==> src/rtl/regfile_pkg.sv <==
// regfile_pkg: shared widths, depth and pending-write entry type for the writeback queue
package regfile_pkg;
  localparam int ADDR_W = 3;
  localparam int DATA_W = 32;
  localparam int DEPTH = 4;
  typedef struct packed {
    logic [ADDR_W-1:0] addr;
    logic [DATA_W-1:0] data;
  } wb_entry_t;
endpackage

==> src/rtl/regfile_wb_match.sv <==
// regfile_wb_match: youngest-match search of occupied queue entries for one read address
module regfile_wb_match #(
  parameter int DEPTH = regfile_pkg::DEPTH,
  parameter int ADDR_W = regfile_pkg::ADDR_W,
  parameter int DATA_W = regfile_pkg::DATA_W,
  localparam int PW = $clog2(DEPTH)
) (
  input  regfile_pkg::wb_entry_t mem [DEPTH],
  input  logic [PW-1:0]          head,
  input  logic [ADDR_W-1:0]      count,
  input  logic [ADDR_W-1:0]      addr,
  output logic                   hit,
  output logic [DATA_W-1:0]      data
);
  // walk oldest to youngest so the last match left standing is the youngest
  always_comb begin
    hit = 1'b0;
    data = '0;
    for (int i = 0; i < DEPTH; i++)
      if (i < int'(count) && mem[PW'(head + PW'(i))].addr == addr) begin
        hit = 1'b1;
        data = mem[PW'(head + PW'(i))].data;
      end
  end
endmodule

==> src/rtl/regfile_wb_queue.sv <==
// regfile_wb_queue: in-order pending-write FIFO in front of a register-file write port,
// with combinational youngest-value bypass for two read ports
module regfile_wb_queue #(
  parameter int DEPTH = regfile_pkg::DEPTH,
  parameter int ADDR_W = regfile_pkg::ADDR_W,
  parameter int DATA_W = regfile_pkg::DATA_W
) (
  input  logic              clk,
  input  logic              rst_n,
  input  logic              in_valid,
  output logic              in_ready,
  input  logic [ADDR_W-1:0] in_addr,
  input  logic [DATA_W-1:0] in_data,
  input  logic              wr_grant,
  output logic              We,
  output logic [ADDR_W-1:0] W1,
  output logic [DATA_W-1:0] D1,
  input  logic [ADDR_W-1:0] R1,
  input  logic [ADDR_W-1:0] R2,
  output logic              byp1_hit,
  output logic              byp2_hit,
  output logic [DATA_W-1:0] byp1_data,
  output logic [DATA_W-1:0] byp2_data,
  output logic [ADDR_W-1:0] count,
  output logic              empty
);
  import regfile_pkg::*;
  localparam int PW = $clog2(DEPTH);
  wb_entry_t mem [DEPTH];
  logic [PW-1:0] head, tail;
  logic [ADDR_W-1:0] cnt;
  logic push;
  always_comb begin
    empty = cnt == '0;
    We = !empty && wr_grant;
    in_ready = (cnt < ADDR_W'(DEPTH)) || We;
    push = in_valid && in_ready;
    W1 = We ? mem[head].addr : '0;
    D1 = We ? mem[head].data : '0;
    count = cnt;
  end
  always_ff @(posedge clk or negedge rst_n)
    if (!rst_n) begin
      head <= '0;
      tail <= '0;
      cnt <= '0;
    end else begin
      if (push) tail <= tail + 1'b1;
      if (We) head <= head + 1'b1;
      if (push != We) cnt <= push ? cnt + 1'b1 : cnt - 1'b1;
    end
  // storage is left unreset; every reader qualifies it by occupancy
  always_ff @(posedge clk)
    if (push) mem[tail] <= '{addr: in_addr, data: in_data};
  regfile_wb_match #(.DEPTH(DEPTH), .ADDR_W(ADDR_W), .DATA_W(DATA_W)) u_match1 (
    .mem(mem), .head(head), .count(cnt), .addr(R1), .hit(byp1_hit), .data(byp1_data)
  );
  regfile_wb_match #(.DEPTH(DEPTH), .ADDR_W(ADDR_W), .DATA_W(DATA_W)) u_match2 (
    .mem(mem), .head(head), .count(cnt), .addr(R2), .hit(byp2_hit), .data(byp2_data)
  );
endmodule

==> config.mk <==
export PLATFORM = sky130hd
export DESIGN_NAME = regfile_wb_queue
export DESIGN_NICKNAME = d
export VERILOG_FILES = /design/src/rtl/regfile_pkg.sv /design/src/rtl/regfile_wb_match.sv /design/src/rtl/regfile_wb_queue.sv
export SDC_FILE = /design/constraint.sdc
export NUM_CORES = 1
export LEC_CHECK = 0
export CAP_MARGIN = 10
export CORE_ASPECT_RATIO = 1.2
export CORE_MARGIN = 1
export CORE_UTILIZATION = 30
export DETAILED_ROUTE_END_ITERATION = 8
export GPL_ROUTABILITY_DRIVEN = 0
export PLACE_DENSITY = 0.47
export SETUP_SLACK_MARGIN = 0.5
export SLEW_MARGIN = 5
export SYNTH_ARGS = -nofsm -noshare
export SYNTH_HDL_FRONTEND = slang
export SYNTH_SLANG_ARGS = --single-unit
==> constraint.sdc <==
create_clock -name clk -period 6.3 [get_ports clk]
set_input_delay 0.945 -clock clk [delete_from_list [all_inputs] [get_ports clk]]
set_output_delay 0.945 -clock clk [all_outputs]
set_load 0.01 [all_outputs]
### Word level (Yosys, flattened, before mapping)

Cells that the tools add are included.

* add/sub/neg operators: 6
* $mul: 0
* div/mod/pow operators: 0
* order comparisons: 11
* equal/unequal tests: 9
* shifts and indexed selects: 0
* multiplexer cells: 34
* bitwise operators: 5
* reduce and logical (&&, ||, !) cells: 14

Operators with widths (count)
* $mux 35: 9
* $mux 32: 9
* $bmux 35 s2: 4
* $bwmux 140: 1
* $demux 35 s2: 1
* $eq 3x3->1: 8
* $ge 3x3->1 const B: 5
* $not 2->3: 5
* $logic_and 1x1->1: 11
* $mux 1: 8
* $lt 1x3->1 const A: 2
* $lt 2x3->1 const A: 2
* $mux 3: 2
* $add 2x1->2 const B: 2
* $add 2x2->2 const B: 2
* $add 3x1->3 const B: 1
* $logic_not 3->1: 1
* $lt 3x1->1 const B: 1
* $lt 3x3->1 const B: 1
* $sub 3x1->3 const B: 1
* $logic_not 1->1: 1
* $logic_or 1x1->1: 1
* $ne 1x1->1: 1

* register bits after elaboration: 147
* bits in latches: 0
* bits in writable memories: 0
* memory bits (read-only): 0
* output and inout port bits: 107
* memories: 0

### Depth between registers and ports, before layout

* word-level depth: 10
* mapped depth: 10

### Modules after synthesis

Synthesis repeated with hierarchy kept, for this count alone.

* cells, all modules: 1473
* area, all modules: 14411.3 µm²

Modules (own cells, without submodules)
* regfile_wb_match: times used 2, cells each 598, area an instance 4274.1 µm², sequential area each 0.0 µm²
* regfile_wb_queue: times used 1, cells each 277, area an instance 5863.1 µm², sequential area each 4379.2 µm²

### Least setup slack after synthesis

No wires, ideal clock.

* kind: flip-flop to output port
* start point: register head[1]
* end point: output byp2_data[3]
* arrival: 2.336 ns
* setup slack: 3.019 ns
* stages on the path, launching flop included: 10
* cells stage by stage: dfrtp_1 > buf_2 > buf_4 > mux4_2 > xnor2_1 > and4_1 > buf_2 > buf_2 > nor3_1 > a221oi_1

* longest elaborated chain between the ends: 10
* elaborated cells on any way between the ends: 31
* those cells by class: add/sub: 3; eq/ne: 4; mux: 16; bitwise: 4; reduce/logical: 4

RTL lines
* start, declared: line regfile_wb_queue.sv:30 `logic [PW-1:0] head, tail;`
* start signal, assigned: line regfile_wb_queue.sv:49 `if (We) head <= head + 1'b1;`
* $add 2x1->2 or $not 2->3 (tied branches): line regfile_wb_match.sv:20, regfile_wb_match.sv:22
* $not 2->3 (not written as such) or $bmux 35 s2 (tied branches): line regfile_wb_match.sv:20, regfile_wb_match.sv:22
* $bmux 35 s2 or $mux 35 (tied branches): line regfile_wb_match.sv:20, regfile_wb_match.sv:22
* $mux 35 (not written as such): line regfile_wb_match.sv:20 `if (i < int'(count) && mem[PW'(head + PW'(i))].addr == addr) begin`
* $mux 35 (not written as such) or $eq 3x3->1 (tied branches): line regfile_wb_match.sv:20
* $eq 3x3->1 or $logic_and 1x1->1 (tied branches): line regfile_wb_match.sv:20
* $logic_and 1x1->1 or $mux 32 (tied branches): line regfile_wb_match.sv:20
* $mux 32 (2 in series): line regfile_wb_match.sv:20
* $mux 32 *: line regfile_wb_match.sv:20
* end, declared: line regfile_wb_queue.sv:23 `output logic [DATA_W-1:0] byp2_data,`

Every way passes the cells marked *; elsewhere a longest branch is shown, timed or not. The select of a mux whose other input is x is not followed.

### Worst setup path after layout

* start point: register head[0]
* end point: output byp2_data[31]

Same word-level chain as after synthesis.

==> results.cfg <==
[status]
outcome = complete, no violations

[clock_network]
postCtsSetupRepairBufs = 0
tritoncts = yes
cts_buffers = 17
clkLatencyLatePin_ns = 0.43
cts_buffer_depth = 2
numClockSinks = 147
cts_resized = 0
hold_buffers = 0
cts.clk_slew.worst_paths_ns = 0.06
cts_htree_levels = 4
root_buffer = clkbuf_16

[yosys]
syn_avg_cell_area_um2 = 12.07
yosysMostFrequentCell = edfxtp_1
ys_warn_count = 0
syn-instance-count = 898
ys_top_cells_by_count = edfxtp_1 (140), mux4_2 (104), nor2_1 (66)
synth.distinct_cells = 52
synth.largest_area_cell = edfxtp_1
seq_area_frac_synth_pct = 40.39
syn-cell-area_mm2 = 0.01084
async_reset_ff_share_pct = 4.762
synthFlopType = edfxtp_1
synth_edf_count = 140
synth_area_leaders = edfxtp_1 (39%), mux4_2 (22%), a211oi_1 (3.4%), o21ai_0 (2.3%), nor2_1 (2.3%)
synth-seq-cells = 147
synth_top_cell_area_share_pct = 38.78
syn_nets = 951

[placement]
pre_cts_slack_ns = 1.359
placed_cells = 1445
hpwlAfterDp_um = 23090
portBuffers = 151
placed_area_mm2 = 0.01271

[layout]
final_core_util_pct = 37.75
drive_above_1_share_pct = 19.74
fin_cells = 1475
final_area_mm2 = 0.01332
nets = 1055
n_antenna_cell = 0
fillers = 3427
area_growth_pct = 22.85
multiInputGateArea_mm2 = 0.005951
regArea_mm2 = 0.004387

[setup_path]
crit_path_start = head[0]
r2r_end = count[2]
path_class = reg -> out
end_kind = output port
reg2reg_depth = 7
rrSetupSlack_ns = 3.56
cp_slowest_cell = dfrtp_4
crit_end = byp2_data[31]
cp_common_cell = a211oi_1
crit_chain = mux4_1 > xnor2_1 > o211a_1 > buf_4 > a211oi_1 > a211oi_1 > clkdlybuf4s50_1
worstReg2RegStart = count[2]
critPathMaxStageDelay_ns = 0.84
crit_cells = 7
cp.arrival_ns = 4.43
required_ns = 5.35
startpoint_type = register
worst-path-buf-inv = 2
critPathMaxFanout = 41
cp_top_family = compound AO/OA/AOI/OAI gates

[power_and_ir_drop]
leakage_nw = 4.257
peakVddDrop_v = 0.0002339
p_per_area_mw_per_mm2 = 605.1

[timing]
relSlewSlack_pct = 43.06
worst_pin_slew_ns = 0.8541
grt_setup_unrepaired = false
min_period_ns = 5.375
timing.final.crit_share_pct = 85.32
final_hold_viol_count = 0
setup_tns_ns = 0
clock_skew_ns = 0.006906
setup_viol = 0
setup_slack_ns = 0.9247
clock.fmax_ghz = 0.1860
final_max_slew_viol_count = 0

[min_path]
hold_path_class = reg -> reg

[grt]
grt_pass1_vias = 8736
grt_pass1_wl_um = 52820
antenna_found_initial = 1
grt_start_max_net_pins = 59
grt_usage_pct = 19.16
grt_overflow_total = 0

[route]
ant_nets = 0
wl_per_cell_um = 23.48
dr_total_vias = 8546
wirelength_um = 34640
viasPerCell = 5.794
drt_pass1_iterations = 5
drc_errors = 0
drt_iter0_drc = 797

[die]
fp.dieW_um = 175.5
rows = 75
ios = 152
die_h_um = 210.2
dieArea_mm2 = 0.03691
core_area_mm2 = 0.03528
initial_utilization_pct = 30.73

[flow_run]
max_cap_viol_count = 0
state kept, by name, indices dropped and copies added (netlist names):
name,count
tail,2
count,3
mem,140
head,2
tightest hold or removal path, stage by stage (launching register included):
cell and delay [ns]:
dfrtp_1 0.40, inv_1 0.10, o21ai_0 0.09
power breakdown:
group	switching [mW]	total (mW)	internal, mW
Clock	0.396	1.05	0.658
Combinational	2.84	5.54	2.70
Sequential	0.231	1.47	1.24
cells by family (layout without fill, tap and decap cells):
logic type	after synthesis	after routing	synth area share, %
simple gates	280	280	13.61
compound gates	178	178	11.40
mux	151	151	26.65
flops	147	147	40.39
buf+inv	107	222	4.778
xor+xnor	27	27	2.250
fa+ha+maj	8	8	0.9233
per-layer routing:
metal  GRT usage, %  part of all wire (%)  up-vias  routed length, um
met1          23.56                    41     4321              14310
met5              0                 0.049        -                 17
met3          2.940                   4.6       63               1599
met2          33.83                    52      299              17870
met4          6.957                   2.4        2                842
li1               -                     -     3861                  -
placed cells by master (no fill, tap or decap), types with 32 or more instances in the layout:
| cell | count |
|---|---|
| nand3_1 | 41 |
| buf_4 | 34 |
| nor3_1 | 32 |
| o21ai_0 | 50 |
| mux4_2 | 104 |
| nor2_1 | 66 |
| nand2_1 | 49 |
| edfxtp_1 | 140 |
| a211oi_1 | 49 |
| clkdlybuf4s50_1 | 151 |
cell type report:
type / instances / share of cell area [%]
multi-input combinational: 644 / 44.68
sequential: 147 / 32.94
timing repair buffer: 185 / 13.26
tap: 462 / 4.340
clock buffer: 17 / 3.194
clock inverter: 13 / 1.390
inverter: 7 / 0.1973
worst min path at each step:
stage	start	end	slack, ns	depth (start not counted)
after CTS	tail[1]	tail[1]	0.64	2
after floorplan	tail[1]	tail[1]	0.58	2
after detailed placement	tail[1]	tail[1]	0.63	2
final	tail[1]	tail[1]	0.63	2
after global routing	tail[1]	tail[1]	0.68	2
after global placement	tail[1]	tail[1]	0.64	2
per-stage QoR:
stage          hold WS, ns  total power, mW
2_1_floorplan       0.5796            4.789
3_3_place_gp        0.6356            7.065
3_5_place_dp        0.6296            7.056
4_1_cts             0.6440            8.138
5_1_grt             0.6828            8.548
6_report            0.6325            8.059
No activity file was read; power rests on OpenSTA's default activity.
==> RTL edit 1: new RTL, config.mk and constraints unchanged <==
Set the package constant `DEPTH` to 8 (it was 4).
--- a/src/rtl/regfile_pkg.sv
+++ b/src/rtl/regfile_pkg.sv
@@ -2,7 +2,7 @@
 package regfile_pkg;
   localparam int ADDR_W = 3;
   localparam int DATA_W = 32;
-  localparam int DEPTH = 4;
+  localparam int DEPTH = 8;
   typedef struct packed {
     logic [ADDR_W-1:0] addr;
     logic [DATA_W-1:0] data;
Formal check against the unedited RTL: not equivalent (Yosys sat finds a counterexample within 4 cycles, from zero or initial values and one cycle with rst_n low).
==> RTL edit 1 against the unedited design <==
- setup slack got worse by 0.41 ns
- design area increased by 140%
- synthesized area increased to 2.5 times the old value
- clock skew increased by 0.011 ns
- hold slack got worse by 0.083 ns
- largest cell class unchanged
- critical endpoint is now byp2_data[11]
- routed wire length increased to 3.3 times the old value
- sequential cell count increased by 142
Power is left out: it rests on default switching activity, and per cell area and clock period it moved more than threefold.
==> RTL edit 1: results (changes against the unedited design) <==
<table>
<tr><th>Metric</th><th>Value</th></tr>
<tr><th colspan="2">Detailed routing</th></tr>
<tr><td>Wire length after detailed routing</td><td>113400 um (+230%)</td></tr>
<tr><td>Length of the first detailed-routing pass in iterations</td><td>9 (+4)</td></tr>
<tr><td>DRC violation total after the first TritonRoute iteration</td><td>3804 (+380%)</td></tr>
<tr><th colspan="2">Global route</th></tr>
<tr><td>Global routing usage on met3</td><td>0.05205 (+0.02265)</td></tr>
<tr><td>Pin count of the biggest net entering global routing</td><td>129 (+120%)</td></tr>
<tr><td>Wire length of the first global-routing pass</td><td>163100 um (+210%)</td></tr>
<tr><td>Fraction of met2 tracks used by global routing</td><td>0.3840 (+0.04573)</td></tr>
<tr><th colspan="2">Synthesis</th></tr>
<tr><td>Top cells by instance count after synthesis</td><td>sky130_fd_sc_hd__mux4_2 (352), sky130_fd_sc_hd__mux2i_1 (282), sky130_fd_sc_hd__edfxtp_1 (280)</td></tr>
<tr><td>Sequential-to-total area share from yosys stat</td><td>0.3165 (-0.08742)</td></tr>
<tr><td>Synth Area in XOR/XNOR</td><td>0.01821 (-0.004294)</td></tr>
<tr><td>Number of nets in the synthesized netlist</td><td>2328 (+140%)</td></tr>
<tr><td>Most area-consuming cells after synthesis</td><td>sky130_fd_sc_hd__edfxtp_1 (31%), sky130_fd_sc_hd__mux4_2 (29%), sky130_fd_sc_hd__mux2i_1 (10%)</td></tr>
<tr><td>Mux contribution to synthesized area</td><td>0.3996 (+0.1331)</td></tr>
<tr><td>Post-synthesis share of cell area spent on full adders, half adders and majority gates</td><td>0.002752 (-0.006480)</td></tr>
<tr><td>Async set-or-reset flop fraction in the synthesized netlist</td><td>0.03114 (-0.01648)</td></tr>
<tr><th colspan="2">Worst setup path</th></tr>
<tr><td>RR Endpoint</td><td>mem[88]</td></tr>
<tr><td>Cell at the slowest stage of the critical path</td><td>sky130_fd_sc_hd__clkdlybuf4s50_1</td></tr>
<tr><td>Largest stage delay on the critical path</td><td>0.62 ns (-0.22 ns)</td></tr>
<tr><td>RR Startpoint</td><td>count[1]</td></tr>
<tr><td>Maximum net fanout on the critical path</td><td>12 (-71%)</td></tr>
<tr><th colspan="2">Clocking</th></tr>
<tr><td>Clock insertion delay at the later pin of the skew report</td><td>0.57 ns (+0.14 ns)</td></tr>
<tr><td>TritonCTS buffer count</td><td>37 (+20)</td></tr>
<tr><th colspan="2">Placement</th></tr>
<tr><td>HPWL after detailed placement</td><td>68740 um (+200%)</td></tr>
<tr><th colspan="2">STA</th></tr>
<tr><td>Tightest hold margin</td><td>0.5497 ns (-0.08285 ns)</td></tr>
<tr><td>Tightest slew margin relative to the limit</td><td>0.1846 (-0.2461)</td></tr>
<tr><th colspan="2">Cells and area</th></tr>
<tr><td>Max reg flops</td><td>280 (+100%)</td></tr>
<tr><th colspan="2">Run status</th></tr>
<tr><td>Outcome</td><td>complete, no violations</td></tr>
</table>
==> RTL edit 1: cell types whose count changed after synthesis, sizes merged, moves of 34 or more <==
cell,before,now
o311ai,0,65
mux4,107,352
nand2,49,262
clkbuf,47,133
edfxtp,140,280
nor2,66,147
a21oi,14,158
mux2i,22,285
nor4b,0,64
buf,53,127
a211oi,49,2
nand2b,2,36
o21ai,52,3
==> RTL edit 1: timing repair <==
item / CTS / global route
cloned: 4 / 3
buffers inserted: 17 / 17
endpoints found under the setup margin: 65 / 61
gates resized for setup: 27 / 32
hold buffers: 0 / 0
pin swaps: 8 / 21
==> RTL edit 1: per-stage QoR <==
stage               std cells  worst slack (ns)  utilization
floorplan                2277            0.6521            -
global placement         3423            0.4183       0.3368
detailed placement       3423            0.4236       0.3368
CTS                      3509            0.3656       0.3545
global route             3529            0.4022       0.3582
finish                   3529            0.5196       0.3582
==> RTL edit 1: layout make-up <==
cell class              instances  area share
well taps                    1159     0.04516
flip-flops and latches        289      0.2692
clock inverters                26     0.01025
multi-input cells            1727      0.5583
repair buffers                283     0.08709
clock buffers                  39     0.02907
inverters                       6   0.0009352
==> RTL edit 1: worst max path at each step <==
stage / startpoint / end / slack, ns / cells past startpoint
6_report: head[1] / byp2_data[11] / 0.52 / 11
5_1_grt: head[1] / byp1_data[23] / 0.40 / 12
4_1_cts: head[1] / byp1_data[1] / 0.37 / 11
3_5_place_dp: head[0] / byp2_data[21] / 0.42 / 11
3_3_place_gp: head[0] / byp2_data[21] / 0.42 / 11
2_1_floorplan: head[1] / byp1_data[10] / 0.65 / 21
==> RTL edit 1: metal layers <==
layer	wire [um]	vias up
met5	22	-
met4	5651	4
met3	11100	342
met2	53510	1516
met1	43160	12040
li1	-	9460
==> RTL edit 1: kinds of logic (layout without fill, tap and decap cells) <==
logic type | count (synthesis) | after routing
adder cells (fa/ha/maj) | 6 | 6
AO/OA/AOI/OAI | 365 | 365
AND/OR/NAND/NOR | 651 | 656
multiplexers | 645 | 645
flip-flops | 289 | 289
XOR/XNOR | 55 | 55
buffers and inverters | 266 | 354
==> RTL edit 1: worst max-delay path: cells and delay by family, from the launching register on <==
kind | cells | cell delay [ns]
flops | 1 | 0.53
fa+ha+maj | 1 | 0.25
compound gates | 2 | 0.51
simple gates | 2 | 0.85
xor+xnor | 1 | 0.47
mux | 2 | 0.72
buf+inv | 3 | 0.92
==> RTL edit 2: new RTL, same settings <==
Made on the original files. Make the reset (`rst_n`) synchronous in one clocked block.
--- a/src/rtl/regfile_wb_queue.sv
+++ b/src/rtl/regfile_wb_queue.sv
@@ -39,7 +39,7 @@
     D1 = We ? mem[head].data : '0;
     count = cnt;
   end
-  always_ff @(posedge clk or negedge rst_n)
+  always_ff @(posedge clk)
     if (!rst_n) begin
       head <= '0;
       tail <= '0;
Behaviour: differs if rst_n is asserted again (counterexample within 4 cycles, from zero or initial values and one cycle with rst_n low); with rst_n held inactive, the same outputs for 4 cycles.
==> RTL edit 2 against the unedited design <==
- synthesized cell count is 23% higher
- setup slack improved by 0.35 ns
- power is 36% lower
- synthesized area is 5.3% lower
- design area fell by 4.9%
- sequential cell count did not move
- non-clock buffer count fell by 14
- combinational power down 48%
- global-route usage shrank 0.18 points
- routed wire length down 5.2%
- sequential share of layout area grew 1.4 points
==> RTL edit 2: results (changes against the unedited design) <==
<table>
<tr><th>Metric</th><th>Value</th></tr>
<tr><th colspan="2">Hold path</th></tr>
<tr><td>Worst hold path stage count</td><td>4 (+2)</td></tr>
<tr><th colspan="2">STA</th></tr>
<tr><td>Final Skew</td><td>0.01026 ns (+0.003354 ns)</td></tr>
<tr><td>Final worst-path cycle share</td><td>0.7978 (-0.05543)</td></tr>
<tr><td>Tightest slew margin relative to the limit</td><td>0.2712 (-0.1594)</td></tr>
<tr><th colspan="2">Global route</th></tr>
<tr><td>Vias in the first global route</td><td>8634 (-1.2%)</td></tr>
<tr><td>Wire length of the first global-routing pass</td><td>50360 um (-4.7%)</td></tr>
<tr><td>Pin count of the biggest net entering global routing</td><td>108 (+83%)</td></tr>
<tr><td>Combined global-route utilization of all metal layers</td><td>0.1898 (-0.001815)</td></tr>
<tr><th colspan="2">Synthesis</th></tr>
<tr><td>Top cells by instance count after synthesis</td><td>sky130_fd_sc_hd__nand2_1 (180), sky130_fd_sc_hd__nor2_1 (165), sky130_fd_sc_hd__edfxtp_1 (140)</td></tr>
<tr><td>Number of nets in the synthesized netlist</td><td>1154 (+21%)</td></tr>
<tr><td>Syn Area/Cell</td><td>9.328 sq um (-23%)</td></tr>
<tr><td>Async set-or-reset flop fraction in the synthesized netlist</td><td>0 (-0.04762)</td></tr>
<tr><td>Number of distinct library cells after synthesis</td><td>44 (-15%)</td></tr>
<tr><td>Sequential-to-total area share from yosys stat</td><td>0.4230 (+0.01908)</td></tr>
<tr><th colspan="2">Worst setup path</th></tr>
<tr><td>Maximum net fanout on the critical path</td><td>23 (-44%)</td></tr>
<tr><td>Setup slack of the worst register-to-register path</td><td>3.91 ns (+0.35 ns)</td></tr>
<tr><td>Largest stage delay on the critical path</td><td>0.72 ns (-0.12 ns)</td></tr>
<tr><td>Worst Path Arrival</td><td>4.08 ns (-0.35 ns)</td></tr>
<tr><td>Cell at the slowest stage of the critical path</td><td>sky130_fd_sc_hd__a21oi_4</td></tr>
<tr><th colspan="2">Pwr</th></tr>
<tr><td>Static leakage</td><td>4.212 nW (-1.1%)</td></tr>
<tr><th colspan="2">Detailed routing</th></tr>
<tr><td>DRC violation total after the first TritonRoute iteration</td><td>729 (-8.5%)</td></tr>
<tr><td>Count of vias placed by the detailed router</td><td>8907 (+4.2%)</td></tr>
<tr><td>Post-DR vias/cell</td><td>5.398 (-6.8%)</td></tr>
<tr><th colspan="2">Placement</th></tr>
<tr><td>Setup slack at placement</td><td>1.222 ns (-0.1369 ns)</td></tr>
<tr><td>HPWL after detailed placement</td><td>21450 um (-7.1%)</td></tr>
<tr><th colspan="2">Cells and area</th></tr>
<tr><td>Ratio of cells with drive above 1 in the final layout</td><td>0.1184 (-0.07900)</td></tr>
<tr><th colspan="2">Run status</th></tr>
<tr><td>Outcome</td><td>complete, no violations</td></tr>
</table>
## RTL edit 2: cell count changes in the layout (fill, tap and decap cells not counted), sizes merged, moves of 28 or more
cell   before  now
a221o       0   28
a31o        0   28
mux2       22   64
mux2i      22   74
mux4      107    6
nand2      49  180
nand3      41    1
nor2       66  165
nor3       32    2
o21ai      52  102
## RTL edit 2: cell type report
| class | instances | area (sq um) |
|---|---|---|
| Multi-Input combinational cell | 841 | 5488 |
| Clock inverter | 15 | 133.9 |
| Antenna cell | 1 | 2.502 |
| Fill cell | 3336 | 20760 |
| Timing Repair Buffer | 171 | 1674 |
| Sequential cell | 147 | 4352 |
| Clock buffer | 17 | 425.4 |
| Inverter | 8 | 32.53 |
| Tap cell | 450 | 563.0 |
## RTL edit 2: per-layer routing
layer,vias to the layer above,track usage,wire length [um]
met5,-,0,0
met4,0,0.05198,586
met3,39,0.02821,1414
met2,260,0.3372,16630
met1,4366,0.2371,14190
li1,4242,-,-
## RTL edit 2: how the worst min path moves through the flow
stage                       start  endpoint  slack [ns]
final                     tail[1]   tail[1]        0.67
after global routing      tail[1]   tail[1]        0.74
after CTS                 tail[1]   tail[1]        0.68
after detailed placement  tail[1]   tail[1]        0.67
after global placement    tail[1]   tail[1]        0.67
after floorplan           tail[1]   tail[1]        0.62
## RTL edit 2: logic make-up after synthesis
logic type | after synthesis | synth area share
xor gates and xnor gates | 30 | 0.02559
AOI/OAI and AO/OA | 283 | 0.1910
muxes | 144 | 0.1570
and+or+nand+nor | 376 | 0.1452
DFF | 147 | 0.4230
adders and majority gates | 8 | 0.009747
buffers and inverters | 113 | 0.04837
## RTL edit 2: per-stage QoR
step	area (sq um)	hold WS, ns
global placement	12110	0.6699
floorplan	10270	0.6245
finish	12670	0.6716
detailed placement	12110	0.6716
CTS	12670	0.6790
global route	12670	0.7449
## RTL edit 2: power by group
| part | total (mW) | switching, mW | internal, mW | leakage, nW |
|---|---|---|---|---|
| logic | 2.90 | 1.61 | 1.28 | 2.60 |
| registers | 1.27 | 0.102 | 1.17 | 1.34 |
| clock network | 0.971 | 0.426 | 0.545 | 0.271 |
| total | 5.14 | 2.14 | 3.00 | 4.21 |
## RTL edit 2: critical path: cells and delay by family
| family | cells | cell delay (ns) |
|---|---|---|
| simple gates | 1 | 0.42 |
| xor+xnor | 1 | 0.13 |
| buf+inv | 3 | 1.51 |
| compound gates | 3 | 1.08 |
